==> src/rtl/ram_sched_pkg.sv <==
// rtl/ram_sched_pkg.sv - shared types and constants for the RAM access scheduler
package ram_sched_pkg;

    typedef enum logic [1:0] {
        IDLE     = 2'd0,
        GRANT    = 2'd1,
        ACCESS   = 2'd2,
        COMPLETE = 2'd3
    } state_t;

    localparam int NREQ = 3;

    localparam logic RD = 1'b1;
    localparam logic WR = 1'b0;

    localparam logic [1:0] REQ_A = 2'd0;
    localparam logic [1:0] REQ_B = 2'd1;
    localparam logic [1:0] REQ_C = 2'd2;

endpackage

==> src/rtl/rr_pick3.sv <==
// rtl/rr_pick3.sv - combinational three-way round-robin picker
module rr_pick3
    import ram_sched_pkg::*;
(
    input  logic [2:0] req,
    input  logic [1:0] last,
    output logic [2:0] sel,
    output logic [1:0] win,
    output logic       any
);

    logic [1:0] idx;

    // Scan farthest-first so the requester nearest after last overwrites the rest
    always_comb begin
        idx = REQ_A;
        win = REQ_A;
        for (int k = NREQ; k >= 1; k--) begin
            idx = 2'((int'(last) + k) % NREQ);
            if (req[idx]) begin
                win = idx;
            end
        end
        any = |req;
        sel = any ? (3'b001 << win) : 3'b000;
    end

endmodule

==> src/rtl/ram_access_scheduler.sv <==
// rtl/ram_access_scheduler.sv - round-robin single-port RAM scheduler; ADDR_GUARD_EN enables the address range check
module ram_access_scheduler
    import ram_sched_pkg::*;
#(
    parameter int ADDR_W      = 12,
    parameter int DATA_W      = 8,
    parameter int WAIT_STATES = 2,
    parameter int RAM_DEPTH   = 4096
) (
    input  logic                  clock,
    input  logic                  reset,
    input  logic [2:0]            req,
    input  logic [2:0]            r_wb,
    input  logic [3*ADDR_W-1:0]   addr,
    input  logic [3*DATA_W-1:0]   wdata,
    output logic [2:0]            gnt,
    output logic [2:0]            done,
    output logic [DATA_W-1:0]     rdata,
    output logic                  err,
    output logic                  ram_cs,
    output logic                  ram_r_wb,
    output logic [ADDR_W-1:0]     ram_addr,
    output logic [DATA_W-1:0]     ram_wdata,
    input  logic [DATA_W-1:0]     ram_rdata
);

    state_t              state_q, state_d;
    logic [1:0]          last_q, last_d;
    logic [1:0]          win_q, win_d;
    logic                lat_rwb_q, lat_rwb_d;
    logic [ADDR_W-1:0]   lat_addr_q, lat_addr_d;
    logic [DATA_W-1:0]   lat_wdata_q, lat_wdata_d;
    logic [3:0]          cnt_q, cnt_d;
    logic [2:0]          gnt_q, gnt_d;
    logic [2:0]          done_q, done_d;
    logic [DATA_W-1:0]   rdata_q, rdata_d;
    logic                err_q, err_d;
    logic                cs_q, cs_d;
    logic                ram_r_wb_q, ram_r_wb_d;
    logic [ADDR_W-1:0]   ram_addr_q, ram_addr_d;
    logic [DATA_W-1:0]   ram_wdata_q, ram_wdata_d;

    logic [2:0]          pick_sel;
    logic [1:0]          pick_win;
    logic                pick_any;
    logic                guard_hit;

    rr_pick3 u_pick (
        .req  (req),
        .last (last_q),
        .sel  (pick_sel),
        .win  (pick_win),
        .any  (pick_any)
    );

`ifdef ADDR_GUARD_EN
    assign guard_hit = (int'(lat_addr_q) >= RAM_DEPTH);
`else
    assign guard_hit = 1'b0;
`endif

    // Transaction sequencer: latch winner, hold chip-select for the wait states, report completion
    always_comb begin
        state_d     = state_q;
        last_d      = last_q;
        win_d       = win_q;
        lat_rwb_d   = lat_rwb_q;
        lat_addr_d  = lat_addr_q;
        lat_wdata_d = lat_wdata_q;
        cnt_d       = cnt_q;
        gnt_d       = 3'b000;
        done_d      = 3'b000;
        rdata_d     = rdata_q;
        err_d       = 1'b0;
        cs_d        = cs_q;
        ram_r_wb_d  = ram_r_wb_q;
        ram_addr_d  = ram_addr_q;
        ram_wdata_d = ram_wdata_q;
        case (state_q)
            IDLE: begin
                if (pick_any) begin
                    win_d       = pick_win;
                    last_d      = pick_win;
                    lat_rwb_d   = r_wb[pick_win];
                    lat_addr_d  = addr[pick_win*ADDR_W +: ADDR_W];
                    lat_wdata_d = wdata[pick_win*DATA_W +: DATA_W];
                    gnt_d       = pick_sel;
                    state_d     = GRANT;
                end
            end
            GRANT: begin
                cnt_d = 4'(WAIT_STATES);
                if (guard_hit) begin
                    done_d  = 3'b001 << win_q;
                    rdata_d = '0;
                    err_d   = 1'b1;
                    state_d = COMPLETE;
                end else begin
                    cs_d        = 1'b1;
                    ram_r_wb_d  = lat_rwb_q;
                    ram_addr_d  = lat_addr_q;
                    ram_wdata_d = lat_wdata_q;
                    state_d     = ACCESS;
                end
            end
            ACCESS: begin
                if (cnt_q == 4'd0) begin
                    cs_d    = 1'b0;
                    done_d  = 3'b001 << win_q;
                    rdata_d = (lat_rwb_q == RD) ? ram_rdata : '0;
                    state_d = COMPLETE;
                end else begin
                    cnt_d = cnt_q - 4'd1;
                end
            end
            COMPLETE: begin
                state_d = IDLE;
            end
            default: begin
                state_d = IDLE;
            end
        endcase
    end

    // State and registered outputs; reset drops chip-select immediately and discards the transaction
    always_ff @(posedge clock or posedge reset) begin
        if (reset) begin
            state_q     <= IDLE;
            last_q      <= REQ_C;
            win_q       <= REQ_A;
            lat_rwb_q   <= RD;
            lat_addr_q  <= '0;
            lat_wdata_q <= '0;
            cnt_q       <= 4'd0;
            gnt_q       <= 3'b000;
            done_q      <= 3'b000;
            rdata_q     <= '0;
            err_q       <= 1'b0;
            cs_q        <= 1'b0;
            ram_r_wb_q  <= RD;
            ram_addr_q  <= '0;
            ram_wdata_q <= '0;
        end else begin
            state_q     <= state_d;
            last_q      <= last_d;
            win_q       <= win_d;
            lat_rwb_q   <= lat_rwb_d;
            lat_addr_q  <= lat_addr_d;
            lat_wdata_q <= lat_wdata_d;
            cnt_q       <= cnt_d;
            gnt_q       <= gnt_d;
            done_q      <= done_d;
            rdata_q     <= rdata_d;
            err_q       <= err_d;
            cs_q        <= cs_d;
            ram_r_wb_q  <= ram_r_wb_d;
            ram_addr_q  <= ram_addr_d;
            ram_wdata_q <= ram_wdata_d;
        end
    end

    assign gnt       = gnt_q;
    assign done      = done_q;
    assign rdata     = rdata_q;
    assign err       = err_q;
    assign ram_cs    = cs_q;
    assign ram_r_wb  = ram_r_wb_q;
    assign ram_addr  = ram_addr_q;
    assign ram_wdata = ram_wdata_q;

endmodule
==> config.mk <==
export PLATFORM = sky130hd
export DESIGN_NAME = ram_access_scheduler
export DESIGN_NICKNAME = d
export VERILOG_FILES = /design/src/rtl/ram_sched_pkg.sv /design/src/rtl/rr_pick3.sv /design/src/rtl/ram_access_scheduler.sv
export SDC_FILE = /design/constraint.sdc
export NUM_CORES = 1
export LEC_CHECK = 0
export BUFFER_PORTS_ARGS = -buffer_cell sky130_fd_sc_hd__buf_4
export CORE_ASPECT_RATIO = 0.9
export CORE_MARGIN = 2
export CORE_UTILIZATION = 43
export DETAILED_ROUTE_END_ITERATION = 10
export GPL_TIMING_DRIVEN = 0
export PLACE_DENSITY = 0.74
export REMOVE_ABC_BUFFERS = 1
export SLEW_MARGIN = 40
export SYNTH_ARGS = -nofsm -noshare
export SYNTH_HDL_FRONTEND = slang
export SYNTH_HIERARCHICAL = 1
export SYNTH_SLANG_ARGS = --single-unit
==> constraint.sdc <==
create_clock -name clock -period 6.5 [get_ports clock]
set_input_delay 0.65 -clock clock [delete_from_list [all_inputs] [get_ports clock]]
set_output_delay 0.65 -clock clock [all_outputs]
set_load 0.005 [all_outputs]
# Yosys cells after proc, flatten, opt, wreduce, memory -nomap -nowiden
# Cells that the tools add are included.
[classes]
addsub = 4
n_lt_le_gt_ge = 4
shifts = 4
muxes = 23
eq_ne = 6
div_mod_pow = 3
multipliers = 1
n_reduce_logical = 9
[op_table]
columns = ["cell", "count"]
rows = [
  ["$mod 32x3->32 const B", 3],
  ["$shiftx 36x7->12", 1],
  ["$shiftx 24x6->8", 1],
  ["$lt 2x3->1 const B", 4],
  ["$mux 3", 4],
  ["$mux 2", 5],
  ["$reduce_and 2->1", 5],
  ["$bmux 1 s2", 4],
  ["$mux 8", 1],
  ["$pmux 2 s4", 1],
  ["$pmux 4 s2", 1],
  ["$add 2x2->3 const B", 2],
  ["$ne 2x2->1 const B", 3],
  ["$shl 1x2->3 const A", 2],
  ["$mux 1", 5],
  ["$eq 2x2->1 const B", 2],
  ["$logic_not 4->1", 1],
  ["$mul 2x2->4 const B", 1],
  ["$mux 4", 1],
  ["$sub 4x1->4 const B", 1],
  ["$add 2x1->3 const B", 1],
  ["$reduce_or 3->1", 1],
  ["$eq 2x1->1 const B", 1],
  ["$logic_not 2->1", 1],
  ["other kinds (2)", 2],
]
[word_totals]
reg_bits = 67
output_inout_bits = 37
in_bits = 76
elab_cells = 68

# Depth between registers and ports, before layout
[depth]
word_depth = 10
mapped_depth = 10

# By module
# Netlist, hierarchy kept.
[modules_own_cells]
columns = ["mod", "cells_per_inst", "area_per_inst_um2", "seq_area_each_um2", "instances"]
rows = [
  ["ram_access_scheduler", 289, 3079.2, 1655.3, 1],
  ["rr_pick3", 27, 192.7, 0.0, 1],
]

# Least setup slack after synthesis
# No wires, ideal clock.
[synth_timing]
path_type = "flip-flop to flip-flop"
from = "reg last_q[0]"
to = "reg lat_rwb_q"
t_arrival_ns = 2.162
stages_incl_launch_ff = 10
setup_ns = 0.073
required_ns = 6.427
slack_ns = 4.265
synth_period_minus_slack_ns = 2.235
path_cell_list = "dfrtp_1 -> inv_1 -> ha_1 -> nor2_1 -> nor3b_1 -> nor3_1 -> nor2b_1 -> clkbuf_1 -> a21oi_1 -> a21oi_1"
[synth_between]
elab_chain_cells = 9
[synth_lines]
columns = ["element", "line_no", "text"]
rows = [
  ["start: declaration", "ram_access_scheduler.sv:28", "logic [1:0] last_q, last_d;"],
  ["start signal: assignment", "ram_access_scheduler.sv:145", "last_q <= last_d;"],
  ["$add 2x2->3", "rr_pick3.sv:19", "idx = 2'((int'(last) + k) % NREQ);"],
  ["$mod 32x3->32", "rr_pick3.sv:19", ""],
  ["$bmux 1 s2", "rr_pick3.sv:20", "if (req[idx]) begin"],
  ["$mux 1 (implied by the code)", "rr_pick3.sv:20", ""],
  ["$mux 2 (2 in series)", "rr_pick3.sv:20", ""],
  ["$mux 2 *", "rr_pick3.sv:20", ""],
  ["net pick_win[1]", "ram_access_scheduler.sv:44", "logic [1:0] pick_win;"],
  ["$bmux 1 s2 *", "ram_access_scheduler.sv:84", "lat_rwb_d = r_wb[pick_win];"],
  ["$mux 1 (implied by the code) *", "ram_access_scheduler.sv:84", ""],
  ["end signal: assignment", "ram_access_scheduler.sv:147", "lat_rwb_q <= lat_rwb_d;"],
  ["end: declaration", "ram_access_scheduler.sv:30", "logic lat_rwb_q, lat_rwb_d;"],
]
# Mark *: on every way through the listed nets, which the timed path passes. The rest lies on a longest branch. The select of a mux whose other input is x is not followed.
# A chain may end at the register's enable or synchronous reset.

# Worst setup path after layout
[layout_timing]
from = "reg last_q[0]"
to = "reg lat_wdata_q[3]"
[layout_between]
elab_chain_cells = 8
[layout_lines]
columns = ["element", "line_no", "text"]
rows = [
  ["$add 2x2->3", "rr_pick3.sv:19", ""],
  ["$mod 32x3->32", "rr_pick3.sv:19", ""],
  ["$bmux 1 s2", "rr_pick3.sv:20", ""],
  ["$mux 1 (implied by the code)", "rr_pick3.sv:20", ""],
  ["$mux 2 (2 in series)", "rr_pick3.sv:20", ""],
  ["$mux 2 *", "rr_pick3.sv:20", ""],
  ["net pick_win[0]", "ram_access_scheduler.sv:44", ""],
  ["$shiftx 24x6->8 *", "ram_access_scheduler.sv:86", "lat_wdata_d = wdata[pick_win*DATA_W +: DATA_W];"],
  ["end signal: assignment", "ram_access_scheduler.sv:149", "lat_wdata_q <= lat_wdata_d;"],
  ["end: declaration", "ram_access_scheduler.sv:32", "logic [DATA_W-1:0] lat_wdata_q, lat_wdata_d;"],
]
# Marks and branches as above.

==> results.md <==
- Status: complete, no violations
- Clk_lat worst skew: 0.33 ns
- Kind of critical path: reg -> reg
- Final std cells w/o fill: 525
- Commonest non-fill, non-tap cells in the layout: buf_4 (114), dfrtp_1 (63), a21oi_1 (43)
- Final setup fails: 0
- Cells after synthesis: 316
- Fin util: 59.1%
- # DRC: 0
- Nets: 509
- Antenna diodes: 0
- CTS Buf Count: 9
- Pleak: 0.00212 uW
- Hold Crit Class: in -> async
- Initial antenna violation count: 0
- Critical path endpoint category: flip-flop
- CTS Hold Bufs: 0
- RSZ-0062 raised after global routing: no
- Antenna Nets Post-Route: 0
- Required time worst endpoint: 6.76 ns
- RR Endpoint: lat_wdata_q[3]
- Via-per-instance ratio: 5.02
- Final HPWL from detailed placement: 5410 um
- Commonest non-fill, non-tap cell in the layout: buf_4
- Total Power: 2090 uW
- Area growth, synth to finish: 35.0%
- Routability-driven placement congestion ratio: 0.859
- Worst slew margin: 54.0%
- Die W: 96.0 um
- Number of flops mapped to enable cells by yosys: 0
- CTS root buf: clkbuf_8
- Total grt overflow: 0
- Asr flop ratio synth: 100%
- Pwr dens: 473 nW/um2
- Fin. max-slew vios: 0
- Crit start category: flip-flop
- CP max stage delay: 0.53 ns
- Setup slack after layout: 3.70 ns
- Leading area contributor after synthesis: dfrtp_1
- Drt first pass iters: 4
- Register area share after synthesis: 50.6%
- Warnings from Yosys: 6
- CTS tree: done
- # rows: 30
- Vias in the first global route: 2606
- Placed cell count: 509
- Avg Synthesized Cell Area: 10.4 um2
- Die area: 8320 um2
- Worst path arrival time: 3.05 ns
- Peak supply drop: 243 uV
- DR WL/cell: 14.4 um
- Register-to-register path setup slack: 3.70 ns
- CP cell instances: inv_1, ha_1, nand3b_1, a22oi_2, nor3_4, buf_6, buf_4, mux2i_1, or2_2, a21oi_1
- Max Clock Freq: 357 MHz
- CP max stage cell: nor3_4
- Setup WS pre-CTS: 3.70 ns
- Ports: 113
- Share of cells above drive strength 1: 44.8%
- Longest Clk Path Bufs: 2
- Starting Density: 43.8%
- Post-synth top area share: 48.2%
- H-tree Lvls: 3
- DR iter-0 viols: 128
- Largest net degree at the start of global routing: 35
- Core area: 7470 um2
- Synth top area cells: dfrtp_1 (48%), mux2_2 (7.6%), mux2i_1 (6.7%)
- Flops & latches, synth: 66
- Mapped Area: 3270 um2
- Clock skew: 0.00863 ns
- Ys flop type: dfrtp_1
- Clock sink count: 66
- Crit-path max FO: 11
- Port bufs: 111
- Fill cells: 665
- Clock Pin Slew Worst Setup and Hold Paths: 0.07 ns
- Worst R2R Start: last_q[0]
- Max_cap viols: 0
- Die Y: 86.8 um
- Period utilization: 43.0%
- Synth cell types: 38
- R2R cell count: 10
- All-Layer GR Usage: 19.2%
- Worst-margin pin slew: 0.686 ns
- Final setup TNS: 0 ns
- Final hold violations: 0
- First-pass GRT wire length: 12300 um
- Final min period: 2.80 ns
- Routed vias: 2637
- Drt total wl: 7540 um
- Post-CTS sizing: 0
- Post-CTS Setup Inserts: 0
-- logic make-up after synthesis --
family	Yosys count	synth area share (%)
fa+ha+maj	9	3.44
mux	45	14.8
simple gates	103	15.9
flops	66	50.6
compound gates	63	10.9
other cells	1	0.115
buf+inv	28	3.94
xor+xnor	1	0.268
-- layout make-up --
type	count	area [um2]	share of cell area, %
Clock buffer	11	151	3.43
Clock inverter	5	52.6	1.19
Inverter	9	36.3	0.822
Multi-Input combinational cell	222	1510	34.3
Sequential cell	66	1660	37.5
Tap cell	96	120	2.72
Timing Repair Buffer	116	887	20.1
-- routing by layer --
layer | global-route usage, % | part of all wire (%)
met2 | 30.5 | 48
met4 | 6.88 | 0.15
met1 | 24.8 | 43
met5 | 0 | 0
met3 | 5.83 | 9.2
-- cells in the mapped netlist, drive strengths merged (2+ instances only) --
master	count
dfrtp	63
inv	9
mux2	23
nand2	31
nor3	8
and3	3
nor2b	4
nor3b	3
nor2	26
a21oi	44
dfstp	3
mux2i	22
clkbuf	8
a22oi	2
ha	9
buf	11
o21ai	10
or2	21
a211o	2
-- worst max-delay path, delay by kind of cell, from the launching register on --
family | cells | cell delay (ns)
fa+ha+maj | 1 | 0.38
flops | 1 | 0.48
compound gates | 2 | 0.23
simple gates | 3 | 0.95
mux | 1 | 0.12
buf+inv | 3 | 0.56
-- registers in the layout, summed over array words and instances (netlist names), 3 cells and up --
register,flops
gnt,3
lat_wdata_q,8
cnt_q,4
done,3
rdata,8
ram_wdata,8
ram_addr,12
lat_addr_q,12
-- power by group --
group          switching [uW]  internal, uW  leakage, uW
Sequential                117           613     0.000772
Combinational             483           526      0.00125
Clock                     152           196     0.000105
Total                     752          1330      0.00212
-- metrics by stage --
stage	hold slack, ns	instance area, um2
after floorplan	0.445	3180
after global placement	0.466	4130
after detailed placement	0.472	4210
after CTS	0.323	4420
after global routing	0.352	4420
final	0.322	4420
-- worst max path at each step --
stage	from	to	depth (start not counted)
after floorplan	last_q[0]	lat_addr_q[0]	8
after CTS	last_q[0]	lat_wdata_q[3]	10
after global placement	last_q[0]	lat_wdata_q[4]	8
after detailed placement	last_q[0]	lat_wdata_q[7]	9
final	last_q[0]	lat_wdata_q[3]	10
after global routing	last_q[0]	lat_wdata_q[4]	9
Note: power is estimated with default switching activity, not from simulation.
